<file path="src/rtl/mem_arbiter.sv">
// -----------------------------------------------------------------------------
// mem_arbiter
//   Shares one RAM port between an instruction-cache reader and a data-cache
//   reader/writer. A grant is chosen in IDLE and registered; the granted side
//   is then served until the RAM reports ACCESS or ERROR, or until a watchdog
//   forces completion. Every access is followed by a one-cycle GAP before the
//   next grant.
//
// Handshake: a requester raises its request (iREN, or dREN/dWEN) and holds it,
//   together with its address and store data, until it sees its wait line low
//   for one cycle. That cycle is the completion; the load data is valid only
//   then. Dropping a request before completion abandons the access silently.
//
// Configuration:
//   MEM_ARBITER_FAIR_EN  defined   -> alternate grants when both sides wait
//                        undefined -> data side always wins
//
// Parameters:
//   TIMEOUT  service cycles (1..255) before completion is forced
//   BADWORD  load value returned on an error or forced completion
//
// Ports:
//   CLK, nRST            clock, asynchronous active-low reset
//   iREN, iaddr          instruction read request / address
//   iwait, iload         instruction wait (low on completion) / read data
//   dREN, dWEN           data read / write request (both high = write)
//   daddr, dstore        data address / write value
//   dwait, dload         data wait (low on completion) / read data
//   ramREN, ramWEN       RAM strobes
//   ramaddr, ramstore    RAM address / write data (0 when no strobe)
//   ramload, ramstate    RAM read data / status (FREE, BUSY, ACCESS, ERROR)
//   err                  sticky error-or-timeout flag, cleared by reset only
//   dbg_state            current FSM state (IDLE=0, ISERV=1, DSERV=2, GAP=3)
// -----------------------------------------------------------------------------
module mem_arbiter #(
  parameter int unsigned TIMEOUT = 255,
  parameter logic [31:0] BADWORD = 32'hBAD1BAD1
) (
  input  logic        CLK,
  input  logic        nRST,
  input  logic        iREN,
  input  logic [31:0] iaddr,
  output logic        iwait,
  output logic [31:0] iload,
  input  logic        dREN,
  input  logic        dWEN,
  input  logic [31:0] daddr,
  input  logic [31:0] dstore,
  output logic        dwait,
  output logic [31:0] dload,
  output logic        ramREN,
  output logic        ramWEN,
  output logic [31:0] ramaddr,
  output logic [31:0] ramstore,
  input  logic [31:0] ramload,
  input  logic [1:0]  ramstate,
  output logic        err,
  output logic [1:0]  dbg_state
);

  typedef enum logic [1:0] {
    IDLE  = 2'd0,
    ISERV = 2'd1,
    DSERV = 2'd2,
    GAP   = 2'd3
  } state_t;

  localparam logic [1:0] RS_ACCESS = 2'd2;
  localparam logic [1:0] RS_ERROR  = 2'd3;
  // The counter holds the number of service cycles already spent without
  // completion, so the forcing cycle is the one where it equals TIMEOUT-1.
  localparam logic [7:0] CNT_LAST  = 8'(TIMEOUT - 1);

  state_t      state_q, state_d;
  logic [7:0]  cnt_q, cnt_d;
  logic        err_q, err_d;

  logic        d_req;
  logic        prefer_i;
  logic        acc_hit;
  logic        fail_hit;
  logic [31:0] done_load;

  assign d_req     = dREN | dWEN;
  assign acc_hit   = (ramstate == RS_ACCESS);
  // ERROR or watchdog expiry; only meaningful when acc_hit is low.
  assign fail_hit  = (ramstate == RS_ERROR) || (cnt_q == CNT_LAST);
  assign done_load = acc_hit ? ramload : BADWORD;

`ifdef MEM_ARBITER_FAIR_EN
  logic last_d_q, last_d_d;
  assign prefer_i = last_d_q;
`else
  assign prefer_i = 1'b0;
`endif

  always_comb begin
    state_d  = state_q;
    cnt_d    = cnt_q;
    err_d    = err_q;
    ramREN   = 1'b0;
    ramWEN   = 1'b0;
    ramaddr  = '0;
    ramstore = '0;
    iwait    = 1'b1;
    iload    = '0;
    dwait    = 1'b1;
    dload    = '0;
`ifdef MEM_ARBITER_FAIR_EN
    last_d_d = last_d_q;
`endif

    case (state_q)
      IDLE: begin
        cnt_d = '0;
        // Data wins unless fairness hands this contested slot to i.
        if (d_req && !(iREN && prefer_i)) begin
          state_d = DSERV;
        end else if (iREN) begin
          state_d = ISERV;
        end
      end

      ISERV: begin
        if (!iREN) begin
          state_d = GAP;
        end else begin
          ramREN  = 1'b1;
          ramaddr = iaddr;
          if (acc_hit || fail_hit) begin
            iwait   = 1'b0;
            iload   = done_load;
            state_d = GAP;
            if (!acc_hit) err_d = 1'b1;
`ifdef MEM_ARBITER_FAIR_EN
            last_d_d = 1'b0;
`endif
          end else begin
            cnt_d = cnt_q + 8'd1;
          end
        end
      end

      DSERV: begin
        if (!d_req) begin
          state_d = GAP;
        end else begin
          ramaddr = daddr;
          if (dWEN) begin
            ramWEN   = 1'b1;
            ramstore = dstore;
          end else begin
            ramREN = 1'b1;
          end
          if (acc_hit || fail_hit) begin
            dwait   = 1'b0;
            dload   = done_load;
            state_d = GAP;
            if (!acc_hit) err_d = 1'b1;
`ifdef MEM_ARBITER_FAIR_EN
            last_d_d = 1'b1;
`endif
          end else begin
            cnt_d = cnt_q + 8'd1;
          end
        end
      end

      GAP: begin
        state_d = IDLE;
      end

      default: begin
        state_d = IDLE;
      end
    endcase
  end

  always_ff @(posedge CLK or negedge nRST) begin
    if (!nRST) begin
      state_q <= IDLE;
      cnt_q   <= '0;
      err_q   <= 1'b0;
    end else begin
      state_q <= state_d;
      cnt_q   <= cnt_d;
      err_q   <= err_d;
    end
  end

`ifdef MEM_ARBITER_FAIR_EN
  always_ff @(posedge CLK or negedge nRST) begin
    if (!nRST) begin
      last_d_q <= 1'b0;
    end else begin
      last_d_q <= last_d_d;
    end
  end
`endif

  assign err       = err_q;
  assign dbg_state = state_q;

endmodule

</file>
<file path="config.mk">
export PLATFORM = sky130hd
export DESIGN_NAME = mem_arbiter
export DESIGN_NICKNAME = d
export VERILOG_FILES = /design/src/rtl/mem_arbiter.sv
export SDC_FILE = /design/constraint.sdc
export NUM_CORES = 1
export LEC_CHECK = 0
export BUFFER_PORTS_ARGS = -buffer_cell sky130_fd_sc_hd__buf_4
export CORE_AREA = 5 5 103 105
export DETAILED_ROUTE_END_ITERATION = 6
export DIE_AREA = 0 0 108 110
export MAX_ROUTING_LAYER = met4
export PLACE_DENSITY_LB_ADDON = 0.08
export SETUP_SLACK_MARGIN = 0.5
export SLEW_MARGIN = 10
export SYNTH_ARGS = -nofsm -noshare
export SYNTH_HDL_FRONTEND = slang
export SYNTH_SLANG_ARGS = --single-unit
</file>
<file path="constraint.sdc">
create_clock -name CLK -period 2.59 [get_ports CLK]
set_input_delay 0.259 -clock CLK [delete_from_list [all_inputs] [get_ports CLK]]
set_output_delay 0.259 -clock CLK [all_outputs]
set_load 0.02 [all_outputs]
</file>
==> results.yml <==
run_status:
  outcome: "complete, no violations"
logic_synthesis:
  postSynthCellCount: 302
  synth.distinct_cells: 36
  syn_avg_cell_area_sq_um: 6.48
  synth_top_area_share_pct: 19.2
  async_flop_share_pct: 100
  synthTopCellsByCount: "and3_1 (60), nor2_1 (57), nor2b_1 (36), a22oi_1 (32), clkbuf_1 (27)"
  synth.area.top_cells: "and3_1 (19%), dfrtp_1 (14%), a22oi_1 (12%), nor2b_1 (12%), nor2_1 (11%)"
  yosysSeqAreaShare_pct: 14.1
  synth_edf_count: 0
  yosysMostFrequentCell: "and3_1"
  yosys_warnings: 0
  synth_top_flop_cell: "dfrtp_1"
  synth.cell_area_sq_um: 1960
  synth-seq-cells: 11
  yosysTopAreaCell: "and3_1"
  syn_nets: 444
route:
  drtAntennaViolNets: 0
  drt_iter0_drc: 114
  vias: 3228
  routed_via_density: 4.60
  drc_errors: 0
  drt_wl_total_microns: 12200
  drt-pass1-iter-count: 4
  wire_per_inst_microns: 17.3
sta:
  layout_min_cycle_time_ps: 2040
  max_freq_mhz: 491
  setup-tns-final_ps: 0
  max_slew_margin_pct: 51.8
  worst_pin_slew_ps: 724
  finalHoldViolations: 0
  setup_viol: 0
  skew_ps: 5.84
  finalCritPeriodShare_pct: 78.6
  drv_slew: 0
  fin_ws_ps: 554
  rsz0062_at_grt: "yes"
power:
  p_int_uw: 1860
  irDropWorstVdd_mv: 0.323
  switching_share_pct: 48.7
  p_switching_uw: 1770
  comb_power_share_pct: 87.8
  clkPwrFrac_pct: 5.0
  power_leakage_uw: 0.00249
  p_per_area_nw_per_um2: 796
  power_frac_seq_pct: 7.2
setup_path:
  path_class: "reg -> reg"
  crit_arrival_ps: 2230
  endpoint_kind: "register"
  crit_required_ps: 2780
  cp-start-kind: "register"
  critical_path.max_fanout: 5
grt:
  grt_usage_pct: 19.6
  grt_overflow: 0
  grt_start_max_net_pins: 36
  grt_pass1_vias: 3286
  antenna_found_initial: 0
  grt_pass1_wl_microns: 17800
clock_network:
  cts_tree: "yes"
  cts_buffers: 3
  insertion_delay_ps: 250
  cts_num_sinks: 11
  clockBufferDepth: 2
  ctsHtreeMaxLevel: 1
  clock-root-buffer: "clkbuf_8"
  clk_pin_slew_worst_paths_ps: 60
layout:
  final_nets: 712
  antenna_cells: 0
  area_delta_synth_final_pct: 133
  drive_above_1_share_pct: 61.2
floorplanning:
  fp.dieH_microns: 110
  die-area_sq_um: 11900
  design.core.area_sq_um: 9550
  initial_core_util_pct: 20.5
  ios: 270
  die_x_microns: 108
  row_count: 36
run:
  maxCapViolations: 0
place:
  gp_congestion: 0.861
  port-buffer-count: 269
  dp_hpwl_microns: 9600
  dp_slack_ps: 43.4
hold_path:
  hp-class: "in -> reg"
[power by group through the flow]
stage          Combinational [uW]  Sequential (uW)  Clock [uW]
2_1_floorplan                1680              270           0
6_report                     3180              260         182
3_5_place_dp                 2760              269           0
4_1_cts                      3100              252         187
5_1_grt                      3430              264         190
3_3_place_gp                 2740              266           0
[stage by stage]
stage                     hold WS [ps]  cells  util (%)  cell area (sq um)  total power (uW)
after CTS                          336    696      46.7               4460              3540
final                              345    702      47.7               4560              3630
after floorplan                  -36.6    302         -               2120              1950
after detailed placement           106    681      44.1               4210              3030
after global placement             108    681      44.1               4210              3000
after global routing               370    702      47.7               4560              3880
[flip-flops by register name, summed over array words and instances (netlist names)]
register,cells
cnt_q,8
dbg_state,2
err,1
[logic make-up (layout without fill, tap and decap cells)]
group	count (synthesis)	after routing	synth area share, %
AOI/OAI and AO/OA	59	59	20.7
adders and majority gates	7	7	4.47
DFF	11	11	14.1
buffers and inverters	35	301	7.60
and+or+nand+nor	190	191	53.2
[layer usage]
metal	share of wire [%]	GRT usage [%]
met1	38	21.6
met2	53	36.5
met3	7.6	4.02
met4	1.9	4.15
met5	0	-
[area by class of cell]
type / count / area, sq um
clock buffer: 4 / 45.0
fill: 1008 / 4990
inverter: 3 / 11.3
multi-input combinational: 257 / 1730
sequential: 11 / 279
tap: 133 / 166
timing repair buffer: 294 / 2330
[placed cells by master (no fill, tap or decap), drive strengths merged, types with 2 or more instances in the layout]
cell	instances
a21oi	6
a22oi	32
and2	3
and3	61
buf	291
bufbuf	2
clkbuf	4
dfrtp	11
ha	7
inv	3
nand2	7
nand2b	3
nand3	5
nand4	6
nor2	57
nor2b	37
o211ai	2
o21a	3
o21ai	10
o31ai	2
or3	2
or4	3
[final timing paths]
check / from / cells after the start / slack [ps] / to
max in group asynchronous: nRST / 2 / 2030 / dbg_state[0]
max: dbg_state[0] / 7 / 550 / cnt_q[4]
min: dWEN / 3 / 340 / dbg_state[1]
max reg2reg: dbg_state[0] / 7 / 550 / cnt_q[4]
min in group asynchronous: nRST / 2 / 390 / err
min reg2reg: err / 1 / 500 / err
[repair_timing]
action,in CTS,in global routing
pin swaps,4,4
cloned,3,0
resized for setup,21,16
endpoints found under the setup margin,104,79
buffers inserted,7,6
hold endpoints to repair,11,0
hold buffers,1,0
[critical path, cell delays in order (launching register included)]
cell and delay, ps:
dfrtp_2 460, inv_2 110, ha_4 160, buf_12 100, or3b_4 400, and3_4 190, or4_1 490, nand2_1 70
Note: power is estimated with default switching activity, not from simulation.
